File: src/rtl/uart_tx_arbiter.sv
// Two-source byte arbiter feeding one UART transmitter: round-robin between packets,
// grant held for a whole packet, per-byte completion watchdog.
//   state  | meaning
//   IDLE   | choose a source; the grant and its ready pulse happen in this cycle
//   LAUNCH | one-cycle start pulse to the transmitter
//   WAIT   | wait for tx_done, with the timeout counter running
//   GAP    | one quiet cycle so the transmitter can re-arm
module uart_tx_arbiter #(
  parameter int unsigned TIMEOUT_CYCLES = 4096
) (
  input  logic       clk,
  input  logic       rst,
  input  logic       s0_valid,
  input  logic [7:0] s0_byte,
  input  logic       s0_last,
  output logic       s0_ready,
  input  logic       s1_valid,
  input  logic [7:0] s1_byte,
  input  logic       s1_last,
  output logic       s1_ready,
  output logic       tx_dv,
  output logic [7:0] tx_byte,
  input  logic       tx_done,
  output logic       busy,
  output logic       owner,
  output logic       locked,
  output logic       err
);

  typedef enum logic [1:0] {IDLE, LAUNCH, WAIT, GAP} state_e;

  localparam logic [15:0] CNT_LAST = 16'(TIMEOUT_CYCLES - 1);

  state_e      state_q, state_d;
  logic        rr_q, rr_d;
  logic        owner_q, owner_d;
  logic        locked_q, locked_d;
  logic        last_q, last_d;
  logic [7:0]  tx_byte_q, tx_byte_d;
  logic [15:0] cnt_q, cnt_d;

  logic        gnt_vld;
  logic        gnt_idx;

  // While a packet is open, only its owner can be granted.
  always_comb begin
    gnt_vld = 1'b0;
    gnt_idx = owner_q;
    if (locked_q) begin
      gnt_vld = owner_q ? s1_valid : s0_valid;
    end else if (s0_valid && s1_valid) begin
      gnt_vld = 1'b1;
      gnt_idx = rr_q;
    end else if (s0_valid) begin
      gnt_vld = 1'b1;
      gnt_idx = 1'b0;
    end else if (s1_valid) begin
      gnt_vld = 1'b1;
      gnt_idx = 1'b1;
    end
  end

  always_comb begin
    state_d   = state_q;
    rr_d      = rr_q;
    owner_d   = owner_q;
    locked_d  = locked_q;
    last_d    = last_q;
    tx_byte_d = tx_byte_q;
    cnt_d     = cnt_q;
    s0_ready  = 1'b0;
    s1_ready  = 1'b0;
    tx_dv     = 1'b0;
    err       = 1'b0;
    case (state_q)
      IDLE: begin
        if (gnt_vld) begin
          s0_ready  = ~gnt_idx;
          s1_ready  = gnt_idx;
          owner_d   = gnt_idx;
          tx_byte_d = gnt_idx ? s1_byte : s0_byte;
          last_d    = gnt_idx ? s1_last : s0_last;
          state_d   = LAUNCH;
        end
      end
      LAUNCH: begin
        tx_dv   = 1'b1;
        cnt_d   = 16'd0;
        state_d = WAIT;
      end
      WAIT: begin
        // A completion arriving on the timeout cycle still counts as success.
        if (tx_done) begin
          state_d = GAP;
          if (last_q) begin
            locked_d = 1'b0;
            rr_d     = ~owner_q;
          end else begin
            locked_d = 1'b1;
          end
        end else if (cnt_q == CNT_LAST) begin
          err      = 1'b1;
          locked_d = 1'b0;
          rr_d     = ~owner_q;
          state_d  = GAP;
        end else begin
          cnt_d = cnt_q + 16'd1;
        end
      end
      GAP: begin
        state_d = IDLE;
      end
      default: begin
        state_d = IDLE;
      end
    endcase
    if (rst) begin
      s0_ready = 1'b0;
      s1_ready = 1'b0;
      tx_dv    = 1'b0;
      err      = 1'b0;
    end
  end

  always_ff @(posedge clk) begin
    if (rst) begin
      state_q   <= IDLE;
      rr_q      <= 1'b0;
      owner_q   <= 1'b0;
      locked_q  <= 1'b0;
      last_q    <= 1'b0;
      tx_byte_q <= 8'h00;
      cnt_q     <= 16'd0;
    end else begin
      state_q   <= state_d;
      rr_q      <= rr_d;
      owner_q   <= owner_d;
      locked_q  <= locked_d;
      last_q    <= last_d;
      tx_byte_q <= tx_byte_d;
      cnt_q     <= cnt_d;
    end
  end

  assign tx_byte = tx_byte_q;
  assign owner   = owner_q;
  assign locked  = locked_q;
  assign busy    = (state_q != IDLE) && !rst;

endmodule

File: config.mk
export PLATFORM = sky130hd
export DESIGN_NAME = uart_tx_arbiter
export DESIGN_NICKNAME = d
export VERILOG_FILES = /design/src/rtl/uart_tx_arbiter.sv
export SDC_FILE = /design/constraint.sdc
export NUM_CORES = 1
export LEC_CHECK = 0
export BUFFER_PORTS_ARGS = -buffer_cell sky130_fd_sc_hd__buf_2
export CORE_MARGIN = 1
export CORE_UTILIZATION = 55
export CTS_BUF_LIST = sky130_fd_sc_hd__clkbuf_4 sky130_fd_sc_hd__clkbuf_8
export CTS_CLUSTER_SIZE = 14
export DETAILED_ROUTE_END_ITERATION = 10
export PLACE_DENSITY_LB_ADDON = 0.25
export SETUP_SLACK_MARGIN = 0.15
export SLEW_MARGIN = 10
export SYNTH_ARGS = -nofsm -noshare
export SYNTH_HDL_FRONTEND = slang
export SYNTH_SLANG_ARGS = --single-unit
export TNS_END_PERCENT = 20
File: constraint.sdc
create_clock -name clk -period 2.2 [get_ports clk]
set_input_delay 0.44 -clock clk [delete_from_list [all_inputs] [get_ports clk]]
set_output_delay 0.44 -clock clk [all_outputs]
set_load 0.005 [all_outputs]
# After elaboration in Yosys (flattened, before gate mapping)
# Cells that the tools add are included.
# classes
bitwise	2
eq_ne	9
n_addsub	1
n_reduce_logical	12
n_mux	36
# op_table
operator	count
$mux W16	2
$pmux W16 S2	1
$mux W1	28
$add A16 B1 Y16 const B	1
$eq A16 B12 Y1 const B	1
$mux W8	1
$pmux W2 S4	1
$mux W2	3
$ne A2 B2 Y1 const B	3
$reduce_and A2 Y1	3
$reduce_and A3 Y1	2
$reduce_bool A2 Y1	3
$eq A2 B2 Y1 const B	2
$ne A3 B3 Y1 const B	1
$eq A2 B1 Y1 const B	1
$logic_and A1 B1 Y1	2
$logic_not A2 Y1	1
$ne A2 B1 Y1 const B	1
$not A1 Y1	2
$logic_not A1 Y1	1
# totals
out_inout_bits	15
register_bits	30

# Longest topological paths before layout
# Gate-level depths: netlist of run 1.
# depth
word_depth	8
mapped_depth	8

# Worst setup path after synthesis of run 1
# No wires, ideal clock.
# synth_timing
path_type	reg2reg
startpoint	register state_q[0]
endpoint	register cnt_q[15]
arrival_ps	1890
slack_ps	239
t_required_ps	2130
setup_ps	70
stages_incl_launch_ff	8
n_path_buf	1
cell_sequence	dfxtp_1 > inv_1 > ha_1 > clkbuf_1 > or2b_2 > nor4_1 > mux2_2 > a21oi_1
# synth_between
elab_chain_cells	3
# synth_rtl
item	line_no	rtl
from (decl)	34	state_e state_q, state_d;
from (signal assigned)	135	state_q <= state_d;
$eq A2 B2 Y1 or $eq A2 B1 Y1 (tied branches)	75	case (state_q)
$ne A2 B2 Y1 (no source line) or $reduce_bool A2 Y1 (tied branches)	-	
$reduce_and A3 Y1 (no source line)	-	
to (signal assigned)	141	cnt_q <= cnt_d;
to (decl)	40	logic [15:0] cnt_q, cnt_d;
# Several ways; a longest one is shown, not always the timed one.
# A chain may end at the register's enable or synchronous reset.

# Worst setup path after layout of run 1
# layout_timing
startpoint	register cnt_q[14]
endpoint	output port err
# layout_between
elab_chain_cells	5
# layout_rtl
item	line_no	rtl
$eq A16 B12 Y1	101	end else if (cnt_q == CNT_LAST) begin
$mux W1	101	
$mux W1	93	if (tx_done) begin
$mux W1	75	
$mux W1	117	if (rst) begin
to (decl)	27	output logic err
# No other way between the ends.

==> results.md, run 1 <==
* Status: finished clean
* Critical path endpoint category: primary output
* Wirelength per Cell at 14.3 um
* Share of power burned in the clock network at 0.211
* Ys async rst share at 0
* Worst Setup SP: cnt_q[14]$_SDFFE_PP0P_
* Hold buffers post-CTS at 0
* Sequential Power Share at 0.406
* Antenna violations before repair at 0
* Max-slew violation count at 0
* Worst hold path type: in2reg
* Critical Path Fanout Max at 2
* Final setup fails at 0
* First-pass GRT wire length at around 6.6 mm
* Synth Flop Type: dfxtp_1
* Worst path required time at 1.76 ns
* Hold Vio Cnt, Final at 0
* CTS Buf Count at 5
* Total Neg Setup Slack at 0 ns
* Crit path buf inv count at 1
* DRC viols at 0
* Setup WS pre-CTS at about 0.14 ns
* Initial DRC count at 50
* Share of cells above drive strength 1 at 0.308
* Final #Nets at approximately 260
* FF+latch count, synth at 30
* Syn Inst Count at between 150 and 200
* TritonRoute pass-1 iters at 4
* Clock buffer depth at 2
* Sw Share at 0.361
* Int Power at 0.00108 W
* Worst-Skew Late Latency at between 0.3 and 0.4 ns
* Hold Slack at around 0.43 ns
* Critical-path cell list: or4_4 -> nor4_4 -> and3_1 -> buf_2
* Layout area overhead at 21.7%
* Total number of vias at ~1600
* Most frequent cells in the layout: buf_2, dfxtp_1, nor2_1
* Yosys warns at 0
* Initial Util at 0.589
* Placed wire-length estimate at about 2.8 mm
* Clk sinks at 30
* CP top delay family: simple AND/OR/NAND/NOR gates
* Pleak at 0.857 nW
* Flop2flop setup slack at roughly 0.15 ns
* Cell Area, Placed at ~0.0019 mm2
* Vias in the first global route at around 1500
* EDFF count, synth at 0
* Critical Path Start Type: flip-flop
* P per Cell Area at 844 mW/mm2
* CP max-delay cell: or4_4
* Final worst path period share at 0.960
* TritonCTS clock tree: built
* Diode count at 0
* Slowest stage delay, CP at ~0.55 ns
* Post-synthesis cell area at about 0.0016 mm2
* Placed instance count at 258
* Comb pwr share at 0.383
* Core Rows at 19
* RSZ-0062 raised after global routing: yes
* Sequential share of the synthesized area at 0.366
* Design area at 0.00199 mm2
* CP Class: reg2out
* IO Count at 38
* Chip height at 56.6 um
* Layout Skew at ~0.0051 ns
* Worst-Margin Slew at around 0.5 ns
* Final worst setup slack at about 0.089 ns
* Detailed-route vias per instance at just over 6
* Non-Filler Instances at 268
* Post-synthesis cell type count at 47
* Die Width at 56.6 um
* Root buf cell: clkbuf_4
* Fmax at roughly 470 MHz
* Final ANT Viol Nets at 0
* Die ar. at about 0.0032 mm2
* Max IR drop VDD at between 700 and 800 uV
* Worst r2r src: state_q[0]$_SDFFE_PP0P_
* Grt total ovfl at 0
* Core Area at approximately 0.0028 mm2
* Clk slew on worst S/H paths at approximately 0.09 ns
* Minimum clock period at ~2.1 ns
* Max-Slew Margin vs Limit at 0.671
* # H-tree levels at 2
* Max-capacitance violation count at 0
* IO Port Bufs at 37
* Hold Crit Start: s1_byte[1]
* Net Switching at roughly 0.00061 W
* Syn_area_per_cell at ~8.6 um2
* WL final at around 3.8 mm
* Largest net degree at the start of global routing at 18
* Commonest non-fill, non-tap cell in the layout: buf_2
* WP data arrival at ~1.7 ns
* Placer Congestion at ~1.0
* Syn nets at 219
* Global Route Usage Sum at 0.259
-- synthesized netlist by cell type (2+ instances only) --
master | n | area (um2)
clkbuf_1 | 7 | 26.3
o22ai_1 | 2 | 12.5
a21oi_1 | 11 | 55.1
nand4_1 | 7 | 43.8
nor3_1 | 7 | 35.0
and3_1 | 3 | 18.8
nor4_1 | 2 | 12.5
nand3b_1 | 2 | 15.0
o21ai_0 | 2 | 10.0
o21a_1 | 2 | 15.0
and2_1 | 3 | 18.8
ha_1 | 5 | 62.6
dfxtp_1 | 30 | 601
nor2b_1 | 2 | 12.5
mux2i_1 | 12 | 120
nand2_1 | 14 | 52.6
o211ai_1 | 2 | 15.0
inv_1 | 6 | 22.5
or3_1 | 3 | 18.8
nand3_1 | 4 | 20.0
mux2_2 | 2 | 22.5
o211a_1 | 3 | 30.0
xor2_1 | 2 | 17.5
a211oi_1 | 9 | 67.6
nand2b_1 | 4 | 25.0
a32o_1 | 2 | 20.0
nor2_1 | 23 | 86.3
-- layout make-up --
class / instances / area (um2)
multi-input combinational: 145 / 996
fill: 201 / 787
sequential: 30 / 609
timing repair buffer: 47 / 260
clock buffer: 7 / 58.8
tap: 31 / 38.8
inverter: 7 / 26.3
clock inverter: 1 / 5.00
-- through the flow --
stage,total power [W],util
3_5_place_dp,0.00131,0.676
3_3_place_gp,0.00128,0.676
4_1_cts,0.00167,0.713
6_report,0.00168,0.717
2_1_floorplan,0.00110,-
5_1_grt,0.00179,0.717
-- cell families after synthesis --
kind of cell,count (synthesis),synth area share
AND/OR/NAND/NOR,81,0.266
AO/OA/AOI/OAI,43,0.189
flip-flops,30,0.366
buffers and inverters,16,0.0420
multiplexers,14,0.0870
adder cells (fa/ha/maj),5,0.0382
XOR/XNOR,2,0.0107
-- state kept, by name, indices dropped and copies added (netlist names) --
name / flops
cnt_q: 16
last_q: 1
locked: 1
owner: 1
rr_q: 1
state_q: 2
tx_byte: 8
-- worst register-to-register path, cell delays in order (launching register included) --
cell,delay [ns]
dfxtp_1,0.34
inv_1,0.12
ha_1,0.28
or2b_2,0.41
nor3_1,0.45
a21oi_1,0.13
a32o_1,0.22
-- what timing repair did --
item,4_1_cts,5_1_grt
setup endpoints to repair,9,12
cloned,0,0
endpoints found under the hold margin,0,0
buffers inserted,2,0
resized for setup,9,4
pin swaps,4,0
-- power by group through the flow --
stage | combinational (W) | sequential, W | clock (W)
6_report | 0.000645 | 0.000684 | 0.000355
5_1_grt | 0.000716 | 0.000696 | 0.000382
4_1_cts | 0.000629 | 0.000685 | 0.000359
3_5_place_dp | 0.000624 | 0.000690 | 0
3_3_place_gp | 0.000592 | 0.000687 | 0
2_1_floorplan | 0.000411 | 0.000692 | 0
-- path summary, 6_finish.rpt --
check | cells past startpoint | end
min | 3 | tx_byte[1]$_SDFFE_PP0P_
max reg2reg | 6 | cnt_q[11]$_SDFFE_PP0P_
min reg2reg | 2 | tx_byte[6]$_SDFFE_PP0P_
max | 4 | err
-- layer usage --
| layer | vias to the layer above | part of all wire | global-route usage |
|---|---|---|---|
| li1 | 800 | - | - |
| met1 | 762 | 0.43 | 0.320 |
| met2 | 67 | 0.50 | 0.432 |
| met3 | 9 | 0.054 | 0.0484 |
| met4 | 0 | 0.016 | 0.122 |
| met5 | - | 0 | 0 |
Power figures use the tool's default switching activity.
==> inputs of run 2 (changes only) <==
- RECOVER_POWER: default -> 25
==> results.md, run 2 (synthesized netlist as in run 1, its figures left out) <==
* Total number of vias at 1640
* Worst-Skew Late Latency at approximately 0.33 ns
* Core Rows at 19
* Critical Path Start Type: flip-flop
* Critical Path Fanout Max at 2
* CP Class: reg2out
* Layout Skew at roughly 0.0071 ns
* Max-slew violation count at 0
* Layout area overhead at 21.2%
* Final setup fails at 0
* Vias in the first global route at around 1500
* WL final at a little under 4 mm
* Antenna violations before repair at 0
* Biggest register: cnt_q
* Worst hold stages at 3
* Max-capacitance violation count at 0
* Global Route Usage Sum at 0.259
* Placer Congestion at roughly 1
* Minimum clock period at 2.12 ns
* Final core occ at 0.714
* Flop2flop setup slack at ~0.14 ns
* Max-Slew Margin vs Limit at 0.663
* Wirelength per Cell at 14.4 um
* Critical path endpoint category: primary output
* Clk slew on worst S/H paths at 0.10 ns
* TritonRoute pass-1 iters at 4
* CTS Buf Count at 5
* RSZ-0062 raised after global routing: yes
* Area of the multi-input gates at ~1000 um2
* Placed wire-length estimate at 2.78 mm
* Total Neg Setup Slack at 0 ns
* Initial DRC count at 51
* Hold Crit Start: s1_byte[1]
* # H-tree levels at 2
* Chip height at between 50 and 60 um
* Die Width at 56.6 um
* Most frequent cells in the layout: buf_2, dfxtp_1, nor2_1
* Reg2reg path depth at 6
* Root buf cell: clkbuf_4
* Clock buffer depth at 2
* Setup WS pre-CTS at ~0.14 ns
* Max reg flops at 16
* Worst path required time at between 1.5 and 2 ns
* Die ar. at 0.00320 mm2
* Final worst path period share at 0.964
* Initial Util at 0.589
* Pleak at around 0.85 nW
* Final worst setup slack at a little under 0.08 ns
* Largest net degree at the start of global routing at 18
* IO Port Bufs at 37
* Max IR drop VDD at roughly 750 uV
* Grt total ovfl at 0
* Diode count at 0
* Hold buffers post-CTS at 0
* P per Cell Area at 846 mW/mm2
* Share of cells above drive strength 1 at 0.291
* Final ANT Viol Nets at 0
* First-pass GRT wire length at between 6 and 7 mm
* WP data arrival at between 1.5 and 2 ns
* End of the worst hold path: tx_byte[1]$_SDFFE_PP0P_
* Clk sinks at 30
* Status: finished clean
* FILL cells at between 200 and 250
* TritonCTS clock tree: built
* Hold Vio Cnt, Final at 0
* Detailed-route vias per instance at just over 6
* IO Count at 38
* Worst hold path type: in2reg
* Commonest non-fill, non-tap cell in the layout: buf_2
* Seq. cell area at 608 um2
* DRC viols at 0
* Worst r2r src: state_q[0]$_SDFFE_PP0P_
* Core Area at ~0.0028 mm2
* Final #Nets at roughly 260
* Reg2Reg Capture Point: cnt_q[11]$_SDFFE_PP0P_
* Fmax at about 470 MHz
* Worst-Margin Slew at between 0.5 and 0.6 ns
-- run 2: cell type report --
class	count	area share
clock buffers	7	0.0296
inverters	7	0.0132
repair buffers	47	0.130
well taps	31	0.0195
multi-input cells	145	0.499
clock inverters	1	0.00252
flip-flops and latches	30	0.306
-- run 2: worst max-delay path by stage --
stage	to	slack (ns)	depth (start not counted)	start
after floorplan	cnt_q[15]$_SDFFE_PP0P_	0.24	7	state_q[0]$_SDFFE_PP0P_
after global placement	cnt_q[7]$_SDFFE_PP0P_	0.19	6	cnt_q[15]$_SDFFE_PP0P_
after detailed placement	cnt_q[7]$_SDFFE_PP0P_	0.14	6	cnt_q[15]$_SDFFE_PP0P_
after CTS	err	0.08	4	cnt_q[14]$_SDFFE_PP0P_
after global routing	err	0.01	5	cnt_q[0]$_SDFFE_PP0P_
final	err	0.08	4	cnt_q[14]$_SDFFE_PP0P_
-- run 2: power by group --
part | internal (W) | leakage, nW | switching (W)
clock network | 0.000167 | 0.0387 | 0.000192
registers | 0.000630 | 0.247 | 0.0000533
logic | 0.000274 | 0.563 | 0.000365
total | 0.00107 | 0.849 | 0.000611
-- run 2: metal layers --
layer,GRT usage,vias up,share of wire
li1,-,796,-
met1,0.320,768,0.43
met2,0.432,68,0.50
met3,0.0484,8,0.057
met4,0.122,0,0.016
met5,0,-,0
-- run 2: per-stage QoR --
stage / power [W] / cell area [um2] / hold slack, ns / cells
2_1_floorplan: 0.00110 / 1640 / 0.461 / 191
3_3_place_gp: 0.00128 / 1880 / 0.480 / 258
3_5_place_dp: 0.00131 / 1880 / 0.487 / 258
4_1_cts: 0.00167 / 1980 / 0.434 / 268
5_1_grt: 0.00179 / 1990 / 0.458 / 268
6_report: 0.00168 / 1990 / 0.430 / 268
-- run 2: what timing repair did --
| item | in CTS | in global routing |
|---|---|---|
| pin swaps | 4 | 0 |
| setup endpoints to repair | 9 | 12 |
| resized for setup | 9 | 4 |
| setup buffers | 2 | 0 |
-- run 2: critical path, cell delays in order (launching register included) --
cell     delay [ns]
dfxtp_2        0.34
or4_4          0.56
nor4_4         0.17
and3_1         0.18
buf_2          0.11
